File: config.mk
export PLATFORM = sky130hd
export DESIGN_NAME = mux_rr_arbiter
export DESIGN_NICKNAME = d
export VERILOG_FILES = /design/src/rtl/mux_arb_pkg.sv /design/src/rtl/rr_pick4.sv /design/src/rtl/mux_rr_arbiter.sv
export SDC_FILE = /design/constraint.sdc
export NUM_CORES = 1
export LEC_CHECK = 0
export ABC_CLOCK_PERIOD_IN_PS = 2400
export CORE_MARGIN = 2
export CORE_UTILIZATION = 30
export CTS_CLUSTER_DIAMETER = 120
export DETAILED_ROUTE_END_ITERATION = 8
export GPL_ROUTABILITY_DRIVEN = 0
export HOLD_SLACK_MARGIN = 0.12
export PLACE_DENSITY = 0.69
export RECOVER_POWER = 50
export SETUP_SLACK_MARGIN = 0.5
export SYNTH_ARGS = -nofsm -noshare
export SYNTH_HDL_FRONTEND = slang
export SYNTH_SLANG_ARGS = --single-unit
export TNS_END_PERCENT = 50
File: constraint.sdc
create_clock -name clk -period 2.4 [get_ports clk]
set_input_delay 0.48 -clock clk [delete_from_list [all_inputs] [get_ports clk]]
set_output_delay 0.48 -clock clk [all_outputs]
set_load 0.05 [all_outputs]
File: src/rtl/mux_arb_pkg.sv
// Shared constants and FSM state type for the round-robin output mux.
// N_REQ : number of requesters
// SEL_W : width of a requester index
package mux_arb_pkg;

    localparam int unsigned N_REQ = 4;
    localparam int unsigned SEL_W = 2;

    // ARB: free round-robin arbitration; LOCK: burst owner fixed at ptr
    typedef enum logic [0:0] {
        ARB  = 1'b0,
        LOCK = 1'b1
    } arb_state_e;

endpackage : mux_arb_pkg

File: src/rtl/rr_pick4.sv
// Combinational round-robin picker for four requesters.
// Searches i_req upward from i_ptr+1, wrapping after index 3.
// Ports:
//   i_req     : request vector (N_REQ bits)
//   i_ptr     : index of the last granted requester
//   o_gnt_idx : index of the winning requester (0 when none)
//   o_gnt_vld : set when any request is present
module rr_pick4
    import mux_arb_pkg::*;
(
    input  logic [N_REQ-1:0] i_req,
    input  logic [SEL_W-1:0] i_ptr,
    output logic [SEL_W-1:0] o_gnt_idx,
    output logic             o_gnt_vld
);

    // Walk from the farthest candidate to the nearest so the nearest one wins.
    always_comb begin
        o_gnt_idx = '0;
        o_gnt_vld = 1'b0;
        for (int k = N_REQ; k >= 1; k--) begin
            if (i_req[SEL_W'(i_ptr + SEL_W'(k))]) begin
                o_gnt_idx = SEL_W'(i_ptr + SEL_W'(k));
                o_gnt_vld = 1'b1;
            end
        end
    end

endmodule : rr_pick4

File: src/rtl/mux_rr_arbiter.sv
// Four-input round-robin mux with a single registered output stage.
// Optional burst locking is compiled in with macro MUX_ARB_LOCK_EN.
// Ports:
//   clk                 : clock, rising edge
//   rst                 : asynchronous reset, active low
//   in_valid[3:0]       : per-requester beat present
//   in_data0..in_data3  : per-requester payloads
//   in_last[3:0]        : per-requester end of burst (MUX_ARB_LOCK_EN only)
//   in_ready[3:0]       : combinational accept, one-hot or zero
//   out_valid           : registered beat present
//   out_data            : registered payload
//   out_sel             : index of the requester that sourced out_data
//   out_ready           : downstream accept
module mux_rr_arbiter
    import mux_arb_pkg::*;
#(
    parameter int unsigned WIDTH = 8
) (
    input  logic             clk,
    input  logic             rst,
    input  logic [N_REQ-1:0] in_valid,
    input  logic [WIDTH-1:0] in_data0,
    input  logic [WIDTH-1:0] in_data1,
    input  logic [WIDTH-1:0] in_data2,
    input  logic [WIDTH-1:0] in_data3,
`ifdef MUX_ARB_LOCK_EN
    input  logic [N_REQ-1:0] in_last,
`endif
    output logic [N_REQ-1:0] in_ready,
    output logic             out_valid,
    output logic [WIDTH-1:0] out_data,
    output logic [SEL_W-1:0] out_sel,
    input  logic             out_ready
);

    arb_state_e       r_state;
    arb_state_e       w_state_nxt;
    logic [SEL_W-1:0] r_ptr;
    logic             r_out_valid;
    logic [WIDTH-1:0] r_out_data;
    logic [SEL_W-1:0] r_out_sel;

    logic             w_free;
    logic [SEL_W-1:0] w_pick_idx;
    logic             w_pick_vld;
    logic [SEL_W-1:0] w_gnt_idx;
    logic             w_gnt_vld;
    logic             w_xfer;
    logic [WIDTH-1:0] w_sel_data;

    assign w_free = !r_out_valid || out_ready;

    rr_pick4 u_pick (
        .i_req     (in_valid),
        .i_ptr     (r_ptr),
        .o_gnt_idx (w_pick_idx),
        .o_gnt_vld (w_pick_vld)
    );

    // In LOCK the owner alone may transfer; others wait even if it is idle.
    always_comb begin
        w_gnt_idx = w_pick_idx;
        w_gnt_vld = w_pick_vld;
        if (r_state == LOCK) begin
            w_gnt_idx = r_ptr;
            w_gnt_vld = in_valid[r_ptr];
        end
    end

    // Reset gates the handshake so no beat is accepted while rst is low.
    assign w_xfer   = rst && w_free && w_gnt_vld;
    assign in_ready = w_xfer ? (N_REQ'(1) << w_gnt_idx) : '0;

    // Payload select for the granted requester.
    always_comb begin
        w_sel_data = in_data0;
        case (w_gnt_idx)
            2'd0:    w_sel_data = in_data0;
            2'd1:    w_sel_data = in_data1;
            2'd2:    w_sel_data = in_data2;
            default: w_sel_data = in_data3;
        endcase
    end

    // Next-state logic for burst locking.
    always_comb begin
        w_state_nxt = r_state;
`ifdef MUX_ARB_LOCK_EN
        case (r_state)
            ARB:     if (w_xfer && !in_last[w_gnt_idx]) w_state_nxt = LOCK;
            LOCK:    if (w_xfer && in_last[r_ptr])      w_state_nxt = ARB;
            default: w_state_nxt = ARB;
        endcase
`else
        w_state_nxt = ARB;
`endif
    end

    // State register and round-robin pointer.
    always_ff @(posedge clk or negedge rst) begin
        if (!rst) begin
            r_state <= ARB;
            r_ptr   <= SEL_W'(N_REQ - 1);
        end else begin
            r_state <= w_state_nxt;
            if (w_xfer) begin
                r_ptr <= w_gnt_idx;
            end
        end
    end

    // Output stage: load on transfer, drain when free, otherwise hold.
    always_ff @(posedge clk or negedge rst) begin
        if (!rst) begin
            r_out_valid <= 1'b0;
            r_out_data  <= '0;
            r_out_sel   <= '0;
        end else if (w_xfer) begin
            r_out_valid <= 1'b1;
            r_out_data  <= w_sel_data;
            r_out_sel   <= w_gnt_idx;
        end else if (out_ready) begin
            r_out_valid <= 1'b0;
        end
    end

    assign out_valid = r_out_valid;
    assign out_data  = r_out_data;
    assign out_sel   = r_out_sel;

endmodule : mux_rr_arbiter

After elaboration in Yosys (flattened, before gate mapping)
Index checks and enable logic that the tools add are counted.
- logic and storage cells: 40
- register bits after elaboration: 13
- output and inout port bits: 15
- input port bits: 39
- order comparisons: 4
- add/sub/neg operators: 3
- equal/unequal tests: 2
- shifts and indexed selects: 1
- multiplexer cells: 20
- reductions and logical operators: 6
- operator list (kind ; number):
    $pmux 8 s3 ; 1
    $lt 2x3->1 const B ; 4
    $mux 1 ; 10
    $bmux 1 s2 ; 4
    $mux 2 ; 4
    $add 2x2->2 const B ; 2
    $mux 4 ; 1
    $shl 1x2->4 const A ; 1
    $add 2x1->2 const B ; 1
    $eq 2x1->1 const B ; 1
    $eq 2x2->1 const B ; 1
    $logic_and 1x1->1 ; 2
    $logic_not 2->1 ; 1
    $reduce_bool 2->1 ; 1
    $logic_not 1->1 ; 1
    $logic_or 1x1->1 ; 1

Logic depth before layout (Yosys ltp)
- depth in word-level cells: 8
- mapped depth: 6
- gate-level depth less buffers: 4

By module
From an unflattened synthesis, not the netlist that was laid out.
- cell total of the unflattened synthesis: 60
- area, all modules: 859.6 µm²
- by module, submodules not included (module ; seq. area each (µm²) ; cells an instance ; instances ; area an instance (µm²)):
    mux_rr_arbiter ; 327.8 ; 46 ; 1 ; 768.2
    rr_pick4 ; 0.0 ; 14 ; 1 ; 91.3

Least setup slack after synthesis
No wires, ideal clock.
- path type: register to output
- from: register r_out_valid (netlist: out_valid)
- to: output port in_ready[2]
- required time: 1920 ps
- stages on the path, launching flop included: 6
- arrival time: 2092 ps
- setup slack: -172 ps
- buffers on the path: 1
- cells stage by stage: dfrtp_1 nand2b_1 nor3b_2 clkbuf_1 nand2_1 nor2_1
- word-level cells in the longest chain between the ends: 5
- ends and longest elaborated chain (item ; line ; RTL):
    from (decl) ; mux_rr_arbiter.sv:39 ; logic r_out_valid;
    from (signal assigned) ; mux_rr_arbiter.sv:115 ; r_out_valid <= 1'b0;
    from (signal assigned) ; mux_rr_arbiter.sv:119 ; r_out_valid <= 1'b1;
    from (signal assigned) ; mux_rr_arbiter.sv:123 ; r_out_valid <= 1'b0;
    $logic_not 1->1 ; mux_rr_arbiter.sv:51 ; assign w_free = !r_out_valid || out_ready;
    $logic_or 1x1->1 ; mux_rr_arbiter.sv:51 ;
    $logic_and 1x1->1 (2 in series) ; mux_rr_arbiter.sv:71 ; assign w_xfer = rst && w_free && w_gnt_vld;
    $mux 4 ; mux_rr_arbiter.sv:72 ; assign in_ready = w_xfer ? (N_REQ'(1) << w_gnt_idx) : '0;
    to (decl) ; mux_rr_arbiter.sv:29 ; output logic [N_REQ-1:0] in_ready,
No other way between the ends.

Worst setup path after layout
- from: register r_ptr[1]
- to: output port in_ready[0]
- word-level cells in the longest chain between the ends: 8
- elaborated cells on any way between the ends: 22
- classes of those cells: add/sub: 3; shift: 1; mux: 17; reduce/logical: 1
- ends and longest elaborated chain (item ; line ; RTL):
    from (decl) ; mux_rr_arbiter.sv:38 ; logic [SEL_W-1:0] r_ptr;
    from (signal assigned) ; mux_rr_arbiter.sv:103 ; r_ptr <= SEL_W'(N_REQ - 1);
    from (signal assigned) ; mux_rr_arbiter.sv:107 ; r_ptr <= w_gnt_idx;
    $add 2x2->2 or $bmux 1 s2 (tied branches) ; rr_pick4.sv:22, rr_pick4.sv:23 ;
    $bmux 1 s2 or $mux 1 (tied branches) ; rr_pick4.sv:22 ; if (i_req[SEL_W'(i_ptr + SEL_W'(k))]) begin
    $mux 1 (implied by the code) or $mux 2 (tied branches) ; rr_pick4.sv:22 ;
    $mux 2 or $mux 1 (tied branches) (3 in series) ; rr_pick4.sv:22 ;
    $shl 1x2->4 or $logic_and 1x1->1 (tied branches) ; mux_rr_arbiter.sv:72, mux_rr_arbiter.sv:71 ;
    $mux 4 (*) ; mux_rr_arbiter.sv:72 ;
Mark *: on every way between the ends. The rest lies on a longest branch, timed or not. The select of a mux whose other input is x is not followed.

==> results.cfg <==
[synthesis]
ys_types = 28
ys_seq_area_share_pct = 37.3
synthCells = 79
synth-adder-area-share_pct = 0
syn_area_per_cell_um2 = 11.1
yosys_register_bits = 13
synth_nets = 118
yosys-top-cells-area = dfrtp_1, mux2_4, o32a_1
synth_top_family_by_area = compound AO/OA/AOI/OAI gates
netlist_area_um2 = 878
synth_top_area_share_pct = 31.3
synth-simple-area-share_pct = 9.54
ys_warn_count = 0
synth_compound_area_share_pct = 32.9
synth.area.mux_share_pct = 14.8
synth_area_leader_cell = dfrtp_1
synth_xor_area_share_pct = 0

[cts]
cts_tree = yes
holdBufCountCts = 0
clockRootBuffer = clkbuf_4
worst_skew_pair.late_latency_ns = 0.27
cts_buffer_depth = 2
numCtsBuffers = 3
cts.sinks = 13
htree_num_levels = 1
clkTransAtPathRegs_ns = 0.08

[worst_setup_path]
cp_max_fo = 5
crit_start = r_ptr[1]
cp.required_ns = 1.92
r2r_cells = 8
critPathKind = flop to output pin
crit_arrival_ns = 1.78
crit_path_start_kind = flop
end_kind = output pin
worstReg2RegStart = r_ptr[1]

[sta]
period_needed_ns = 2.26
finalSetupViolations = 0
slew_violations = 0
relSlewSlack_pct = 65.5
tightest_slew_ns = 0.516
holdWs_ns = 0.342
hold_viol = 0
fmax_mhz = 443
skew_ns = 0.00437
rsz0062_at_grt = true
finalCritPeriodShare_pct = 94.0

[placement]
dp_hpwl_um = 2280
port_buffers = 53
place_area_um2 = 1620

[hold_path]
hold_path.class = input port to async pin

[job]
maxCapViolations = 0

[floorplanning]
chipHeight_um = 58.1
die_x_um = 58.1
placementRows = 19
start_util_pct = 31.9
core_area_um2 = 2760
boundaryPins = 54
dieArea_um2 = 3380

[routing]
routed_wl_um = 3070
drt-initial-drc-count = 40
drcViolationCount = 0
via_per_inst = 5.32
postRouteAntennaNets = 0
wire_per_inst_um = 16.2
first_pass_iters = 4
vias = 1005

[outcome]
status = finished clean

[pwr]
p_leak_nw = 0.733
ir_drop_mv = 0.547
power_mw = 1.28
powerDensity_nw_per_um2 = 720

[layout]
drive_above_1_share_pct = 36.1
post-route-cell-area_um2 = 1780
num_antenna_cells = 0
finalNetCount = 198
area_growth_pct = 103

[global_routing]
grt.total_usage_pct = 20.1
grt-ovfl-total = 0
antenna_found_initial = 0
grt_pass1_vias = 1133
grt_max_degree = 16
grt_pass1_wl_um = 5210
## final cells by class
class,count,area (um2)
fill,231,977
multi-input combinational,56,566
inverter,4,15.0
timing repair buffer,81,806
tap,31,38.8
sequential,13,329
clock buffer,4,26.3
## state kept, by name, indices dropped and copies added (netlist names)
name       flops
out_data       8
out_sel        2
r_ptr          2
out_valid      1
## per-layer routing
metal	vias to the layer above	share of wire, %	track usage (%)
met4	0	0.42	6.31
met1	489	38	22.9
li1	475	-	-
met3	2	7.4	4.24
met2	39	55	37.3
met5	-	0	0
## Yosys cell counts
master and count:
inv_1 4, and3b_1 1, dfstp_2 2, nor2b_1 1, buf_2 2, o21bai_1 1, nor4_1 1, o211ai_1 1
o21a_1 3, buf_6 1, o32a_1 9, o22a_1 2, nand2_1 1, clkbuf_1 3, dfrtp_1 11, o221a_1 8
a2bb2oi_1 1, mux2_4 8, nor2_1 3, nand2b_1 4, o21ai_1 2, a21oi_1 2, nor3b_2 1, o21ai_0 2
nand3_1 2, a21boi_1 1, mux2i_1 1, a21o_1 1
## power breakdown
group          total [mW]  internal, mW  switching (mW)
combinational       0.822         0.408           0.414
clock               0.135        0.0643          0.0702
sequential          0.326         0.285          0.0410
total                1.28         0.758           0.525
## cells by family after synthesis
group                  after synthesis
multiplexers                         9
AO/OA/AOI/OAI                       33
AND/OR/NAND/NOR                     14
buffers and inverters               10
flip-flops                          13
## cell usage in the layout, fill, tap and decap left out
cell type | synthesis | layout
clkbuf_4 | 0 | 3
mux2_4 | 8 | 8
nor4_1 | 1 | 1
nand2b_4 | 0 | 1
clkdlybuf4s50_1 | 0 | 41
o21ai_0 | 2 | 2
nand3_2 | 0 | 2
buf_6 | 1 | 7
nand2b_1 | 4 | 3
buf_4 | 0 | 18
a21o_1 | 1 | 1
o32a_1 | 9 | 9
o22a_1 | 2 | 2
dlygate4sd2_1 | 0 | 5
inv_1 | 4 | 2
buf_12 | 0 | 5
dfrtp_2 | 0 | 1
mux2i_1 | 1 | 1
nor2_4 | 0 | 3
dfrtp_1 | 11 | 10
o21a_1 | 3 | 3
o221a_1 | 8 | 8
and3b_1 | 1 | 1
a21oi_2 | 0 | 1
inv_2 | 0 | 2
o211ai_1 | 1 | 1
nand2_1 | 1 | 1
dlygate4sd3_1 | 0 | 2
o21ai_1 | 2 | 2
clkbuf_1 | 3 | 3
dfstp_2 | 2 | 2
clkdlybuf4s15_1 | 0 | 1
nor3b_4 | 0 | 1
a21boi_2 | 0 | 1
o21bai_1 | 1 | 1
nor2b_2 | 0 | 1
a21oi_1 | 2 | 1
a2bb2oi_2 | 0 | 1
## critical path: stages, from the launching register on
cell     delay, ns
dfstp_2       0.59
buf_12        0.12
nor2b_2       0.05
o32a_1        0.35
buf_4         0.16
nor2_4        0.10
buf_12        0.14
## worst paths after layout
check                                    to  slack, ns
worst max register to register  out_data[6]       0.24
min in group clk                 out_sel[0]       0.51
max in group asynchronous          r_ptr[1]       1.81
worst min-delay path            out_data[5]       0.34
worst max-delay path            in_ready[0]       0.14
worst min register to register   out_sel[0]       0.51
## metrics by stage
step	setup TNS, ns	std cells	util [%]	setup slack (ns)
final	0	189	64.6	0.144
after global routing	0	189	64.6	0.0249
after CTS	0	185	63.2	0.150
after detailed placement	0	174	58.6	0.00253
after global placement	-0.0166	174	58.6	-0.0166
after floorplan	0	79	-	0.407
## timing repair
action / 4_1_cts / 5_1_grt
setup buffers: 7 / 4
resized for setup: 22 / 1
setup endpoints to repair: 23 / 23
pin swaps: 10 / 5
Power figures use the tool's default switching activity.
